## src/rtl/pwm_pkg.sv

```systemverilog
// Shared PWM definitions: default counter/measurement width and capture FSM states.
// Used by both the PWM generator and pwm_capture; no build options apply here.
package pwm_pkg;

  localparam int PWM_MAX_WAVE = 24;

  typedef enum logic [1:0] {
    IDLE = 2'd0,
    HIGH = 2'd1,
    LOW  = 2'd2
  } pwm_state_t;

endpackage

```

## src/rtl/pwm_in_cond.sv

```systemverilog
// PWM pin conditioning: 2-flop synchronizer, optional 3-sample glitch filter (PWM_CAPTURE_FILTER_EN), edge detect.
// Edge flags are consumed 2 cycles after a pin change (4 with the filter); no backpressure.
module pwm_in_cond (
  input  logic clk,
  input  logic rst,
  input  logic pwm_in,
  output logic level,
  output logic rise,
  output logic fall
);

  logic       sync0;
  logic       sync1;
  logic       level_q;
  logic [2:0] warm;
  logic       primed;

  always_ff @(posedge clk) begin
    if (rst) begin
      sync0 <= 1'b0;
      sync1 <= 1'b0;
    end else begin
      sync0 <= pwm_in;
      sync1 <= sync0;
    end
  end

`ifdef PWM_CAPTURE_FILTER_EN
  localparam logic [2:0] WARM_CYCLES = 3'd5;

  logic [1:0] hist;
  logic [2:0] win;

  // Window = newest synchronized sample plus the two before it.
  assign win = {hist, sync1};

  always_ff @(posedge clk) begin
    if (rst) begin
      hist <= 2'b00;
    end else begin
      hist <= {hist[0], sync1};
    end
  end

  always_comb begin
    level = level_q;
    if (win == 3'b111) begin
      level = 1'b1;
    end else if (win == 3'b000) begin
      level = 1'b0;
    end
  end
`else
  localparam logic [2:0] WARM_CYCLES = 3'd3;

  assign level = sync1;
`endif

  always_ff @(posedge clk) begin
    if (rst) begin
      level_q <= 1'b0;
    end else begin
      level_q <= level;
    end
  end

  // Reset zeroes the pipeline, so a pin that is already high would look like a rise;
  // edges are held off until every stage again holds a real pin sample.
  always_ff @(posedge clk) begin
    if (rst) begin
      warm <= 3'd0;
    end else if (warm != WARM_CYCLES) begin
      warm <= warm + 3'd1;
    end
  end

  assign primed = (warm == WARM_CYCLES);
  assign rise   = primed & level & ~level_q;
  assign fall   = primed & ~level & level_q;

endmodule

```

## src/rtl/pwm_capture.sv

```systemverilog
// PWM period/high-time capture; filter selected by PWM_CAPTURE_FILTER_EN in pwm_in_cond.
// Results land with a one-cycle valid one cycle after the consumed rise; no backpressure.
module pwm_capture
  import pwm_pkg::*;
#(
  parameter int MAX_WAVE = PWM_MAX_WAVE
) (
  input  logic                clk,
  input  logic                rst,
  input  logic                pwm_in,
  output logic [MAX_WAVE-1:0] period,
  output logic [MAX_WAVE-1:0] high_time,
  output logic                valid,
  output logic                timeout
);

  localparam logic [MAX_WAVE-1:0] CNT_MAX = '1;
  localparam logic [MAX_WAVE-1:0] CNT_ONE = MAX_WAVE'(1);

  pwm_state_t          state;
  pwm_state_t          state_nxt;
  logic [MAX_WAVE-1:0] cnt;
  logic [MAX_WAVE-1:0] cnt_nxt;
  logic [MAX_WAVE-1:0] hi_lat;
  logic [MAX_WAVE-1:0] hi_lat_nxt;
  logic [MAX_WAVE-1:0] period_nxt;
  logic [MAX_WAVE-1:0] high_time_nxt;
  logic                valid_nxt;
  logic                timeout_nxt;
  logic                level_unused;
  logic                rise;
  logic                fall;

  // Capture works from edge flags only; the conditioned level is for other consumers.
  pwm_in_cond u_cond (
    .clk    (clk),
    .rst    (rst),
    .pwm_in (pwm_in),
    .level  (level_unused),
    .rise   (rise),
    .fall   (fall)
  );

  always_ff @(posedge clk) begin
    if (rst) begin
      state     <= IDLE;
      cnt       <= '0;
      hi_lat    <= '0;
      period    <= '0;
      high_time <= '0;
      valid     <= 1'b0;
      timeout   <= 1'b0;
    end else begin
      state     <= state_nxt;
      cnt       <= cnt_nxt;
      hi_lat    <= hi_lat_nxt;
      period    <= period_nxt;
      high_time <= high_time_nxt;
      valid     <= valid_nxt;
      timeout   <= timeout_nxt;
    end
  end

  always_comb begin
    state_nxt     = state;
    cnt_nxt       = cnt;
    hi_lat_nxt    = hi_lat;
    period_nxt    = period;
    high_time_nxt = high_time;
    valid_nxt     = 1'b0;
    timeout_nxt   = timeout;

    case (state)
      // Falls seen here belong to a partial pulse and are dropped.
      IDLE: begin
        if (rise) begin
          cnt_nxt   = CNT_ONE;
          state_nxt = HIGH;
        end
      end

      HIGH: begin
        if (fall) begin
          hi_lat_nxt = cnt;
          cnt_nxt    = cnt + CNT_ONE;
          state_nxt  = LOW;
        end else if (cnt == CNT_MAX) begin
          timeout_nxt = 1'b1;
          state_nxt   = IDLE;
        end else begin
          cnt_nxt = cnt + CNT_ONE;
        end
      end

      LOW: begin
        if (rise) begin
          period_nxt    = cnt;
          high_time_nxt = hi_lat;
          valid_nxt     = 1'b1;
          timeout_nxt   = 1'b0;
          cnt_nxt       = CNT_ONE;
          state_nxt     = HIGH;
        end else if (cnt == CNT_MAX) begin
          timeout_nxt = 1'b1;
          state_nxt   = IDLE;
        end else begin
          cnt_nxt = cnt + CNT_ONE;
        end
      end

      default: begin
        state_nxt = IDLE;
      end
    endcase
  end

endmodule

```

## config.mk

```make
export PLATFORM = sky130hd
export DESIGN_NAME = pwm_capture
export DESIGN_NICKNAME = d
export VERILOG_FILES = /design/src/rtl/pwm_pkg.sv /design/src/rtl/pwm_in_cond.sv /design/src/rtl/pwm_capture.sv
export SDC_FILE = /design/constraint.sdc
export NUM_CORES = 1
export LEC_CHECK = 0
export BUFFER_PORTS_ARGS = -buffer_cell sky130_fd_sc_hd__buf_2
export CAP_MARGIN = 40
export CORE_MARGIN = 2
export CORE_UTILIZATION = 35
export CTS_BUF_LIST = sky130_fd_sc_hd__clkbuf_16
export CTS_CLUSTER_SIZE = 12
export DETAILED_ROUTE_END_ITERATION = 8
export GPL_ROUTABILITY_DRIVEN = 0
export PLACE_DENSITY = 0.58
export SLEW_MARGIN = 20
export SYNTH_ARGS = -nofsm -noshare
export SYNTH_HDL_FRONTEND = slang
export SYNTH_SLANG_ARGS = --single-unit
export TNS_END_PERCENT = 30
```

## constraint.sdc

```tcl
create_clock -name clk -period 2.8 [get_ports clk]
set_input_delay 0.7 -clock clk [delete_from_list [all_inputs] [get_ports clk]]
set_output_delay 0.7 -clock clk [all_outputs]
set_load 0.005 [all_outputs]
```

==> out/qor_table.md <==
| Parameter | This run |
| --- | --- |
| Run status | finished, final reports clean |
| Number of buffers and inverters on the critical path | 1 |
| Internal power contribution | 2.321 mW |
| Buffers inserted during post-CTS setup optimization | 0 |
| WL/cell | 15.11 um |
| Leak pwr | 1.767 nW |
| Share of the cycle needed by the critical path after routing | 0.8749 |
| Final hold violations | 0 |
| Cell-by-cell trace of the critical path | ha_1 -> ha_1 -> nand3b_1 -> a21oi_1 -> buf_4 -> and3_1 -> o311ai_0 -> o31ai_1 |
| CTS Hold Buffers Added | 0 |
| Maximum fanout along the worst path | 10 |
| DR vias/cell | 5.249 |
| GRT Residual Overflow | 0 |
| Hold crit path type | register to register |
| Count of inserted antenna diode cells | 0 |
| Number of antenna violations at the first check in global routing | 0 |
| TritonRoute pass-1 iters | 4 |
| Sw Share | 0.2091 |
| Worst reg2reg setup slack | 0.35 ns |
| EDFF count, synth | 0 |
| Final HPWL from detailed placement | 7482 um |
| Number of global-route vias before repair | 3603 |
| Largest cells by area after synthesis | dfxtp_1, nand2_1, a21oi_1 |
| H-Tree Level Count | 3 |
| Num CTS Buffers | 9 |
| Wire length of the first global-routing pass | 17730 um |
| Maximum number of pins on one net before global-route repair | 56 |
| Most common library cell in the layout ignoring fill and taps | nand2_1 |
| Synthesized area per cell | 8.128 um2 |
| CORE AREA | 11960 um2 |
| Most frequent cells in the layout | nand2_1, dfxtp_1, a21oi_1 |
| X dimension of the die | 114.3 um |
| Setup violators final | 0 |
| Effective utilization at floorplan | 0.3561 |
| Async S/R FF share, synth | 0 |
| Residual DRC | 0 |
| Startpoint-to-endpoint class of the critical path | register to register |
| Critical path capture point type | register |
| Upper clock frequency limit | 0.4082 GHz |
| Actual slew at the worst max-slew pin | 0.6938 ns |
| Clock tree from TritonCTS | yes |
| Worst relative slew slack | 0.5326 |
| Summed negative setup slack over all endpoints | 0 ns |
| Final Skew | 0.005758 ns |
| Fraction of post-synthesis cell area in the top cell type by area | 0.4982 |
| Delay of the slowest cell on the worst path | 0.36 ns |
| Routed via count | 3774 |
| Count of buffers from port buffering | 52 |
| Flops & latches, synth | 106 |
| Core Rows | 40 |
| Number of distinct library cells after synthesis | 46 |
| Worst Setup Start Kind | register |
| Sequential power share | 0.519 |
| Total design power | 2.935 mW |
| Count of max-cap constraint violations | 0 |
| Sequential cell area fraction in the yosys report | 0.4982 |
| Clock power share | 0.452 |
| Shortest clock period the worst path allows after layout | 2.450 ns |
| Smallest hold slack | 0.4387 ns |
| Most used flip-flop cell after synthesis | dfxtp_1 |
| Sinks on Clock Net | 106 |
| Max-slew violation count | 0 |
| Number of synthesis warnings | 0 |
| Cell area power density | 588.1 nW/um2 |
| Maximum vdd drop | 0.0002423 V |
| Psw | 0.6139 mW |
| Kind of cell with the highest combined delay on the critical path | compound AO/OA/AOI/OAI gates |
| Clock insertion delay at the later pin of the skew report | 0.34 ns |
| Instance count of the mapped netlist | 524 |
| Worst path arrival time | 2.70 ns |
| Height of the chip | 114.3 um |
| Count of pins on the block boundary | 53 |
| Detailed-route wire length | 10860 um |
| Final non-filler cell area | 4991 um2 |
| Top cell type by total area after synthesis | dfxtp_1 |
| Number of routed nets with antenna violations | 0 |
| Area growth, synth to finish | 17.19% |
| Clock transition at the registers of the reported paths | 0.07 ns |
| Most used cell along the critical path | ha_1 |
| Bufs on Longest Clock Path | 2 |
| Worst path required time | 3.05 ns |
| Clock root buffer | clkbuf_16 |
| Tot GR Track Use | 0.1701 |
| RSZ-0062 raised after global routing | no |
| Slowest stage cell, crit path | dfxtp_1 |
| Full die area | 13070 um2 |
| Placed inst area | 4673 um2 |
| Total nets after synthesis | 534 |
| Iter 0 DRT Violations | 185 |
| Share of power burned in combinational logic | 0.028 |
| Nets | 577 |
| Final core area utilization | 0.4173 |
| Mapped Area | 4259 um2 |
| Layout cell share with drive strength beyond 1 | 0.1608 |
-- cell type report --
class,instances,area (um2)
clock buffers,9,225.2
clock inverters,7,85.08
fillers,1252,6970
inverters,6,22.52
multi-input cells,377,1979
flip-flops and latches,106,2122
well taps,147,183.9
repair buffers,67,372.9
-- sequential cells by signal (all words and copies together) (netlist names) --
| register | flops |
|---|---|
| cnt | 24 |
| hi_lat | 24 |
| high_time | 24 |
| period | 24 |
| state | 2 |
| timeout | 1 |
| u_cond.level | 1 |
| u_cond.level_q | 1 |
| u_cond.sync0 | 1 |
| u_cond.warm | 3 |
| valid | 1 |
-- final timing paths --
| kind | from | to | depth (start not counted) |
|---|---|---|---|
| worst min register to register | u_cond.sync0 | u_cond.level | 1 |
| worst min-delay path | u_cond.sync0 | u_cond.level | 1 |
| worst max register to register | u_cond.warm[0] | cnt[22] | 8 |
| worst max-delay path | u_cond.warm[0] | cnt[22] | 8 |
-- worst reg2reg max path: cells and delay by family (launching register included) --
family                     cells  cell delay, ns
AOI/OAI and AO/OA              3            0.83
buffers and inverters          1            0.22
DFF                            1            0.36
adders and majority gates      2            0.47
and+or+nand+nor                2            0.49
-- stage by stage --
stage	std cells	worst slack [ns]
after floorplan	524	0.6199
after global placement	703	0.4464
after detailed placement	703	0.2110
after CTS	719	0.1971
after global routing	719	0.1072
final	719	0.3503
-- Yosys cell counts, types with 2 or more instances --
master / count
inv_1: 6
and3_1: 3
and4_1: 4
nor2b_1: 5
a31oi_1: 5
o211ai_1: 6
a21oi_1: 91
o21ai_0: 10
and3_2: 2
ha_1: 7
o31ai_1: 6
nor2_1: 15
or2_2: 2
nor4_1: 3
a311oi_1: 12
nand4b_1: 2
buf_1: 3
a211oi_1: 2
nor3_1: 6
nand4_1: 6
clkbuf_1: 26
a41oi_1: 2
dfxtp_1: 106
nand3b_1: 2
o2111ai_1: 2
nand2_1: 158
buf_2: 5
nand3_1: 6
and2_1: 3
a21o_1: 2
-- power by group through the flow --
| stage | clock (mW) | combinational [mW] | sequential (mW) |
|---|---|---|---|
| after CTS | 1.35 | 0.0832 | 1.52 |
| after global routing | 1.41 | 0.0947 | 1.53 |
| final | 1.33 | 0.0830 | 1.52 |
| after detailed placement | 0 | 0.0828 | 1.56 |
| after floorplan | 0 | 0.0627 | 1.56 |
| after global placement | 0 | 0.0785 | 1.56 |
-- cell families after synthesis --
group / Yosys count / synth area share
AND/OR/NAND/NOR: 222 / 0.2321
adder cells (fa/ha/maj): 7 / 0.02056
XOR/XNOR: 1 / 0.002057
buffers and inverters: 41 / 0.03936
multiplexers: 1 / 0.002350
flip-flops: 106 / 0.4982
AO/OA/AOI/OAI: 146 / 0.2053
-- layer usage --
metal | up-vias | global-route usage | part of all wire
li1 | 1910 | - | -
met1 | 1754 | 0.2180 | 0.47
met2 | 96 | 0.2802 | 0.47
met3 | 14 | 0.04447 | 0.053
met4 | 0 | 0.05447 | 0.013
met5 | - | 0 | 0
-- what timing repair did --
| item | 4_1_cts | 5_1_grt |
|---|---|---|
| setup endpoints to repair | 0 | 1 |
| hold endpoints to repair | 0 | 0 |
| gates resized for setup | 0 | 1 |
No activity file was read; power rests on OpenSTA's default activity.
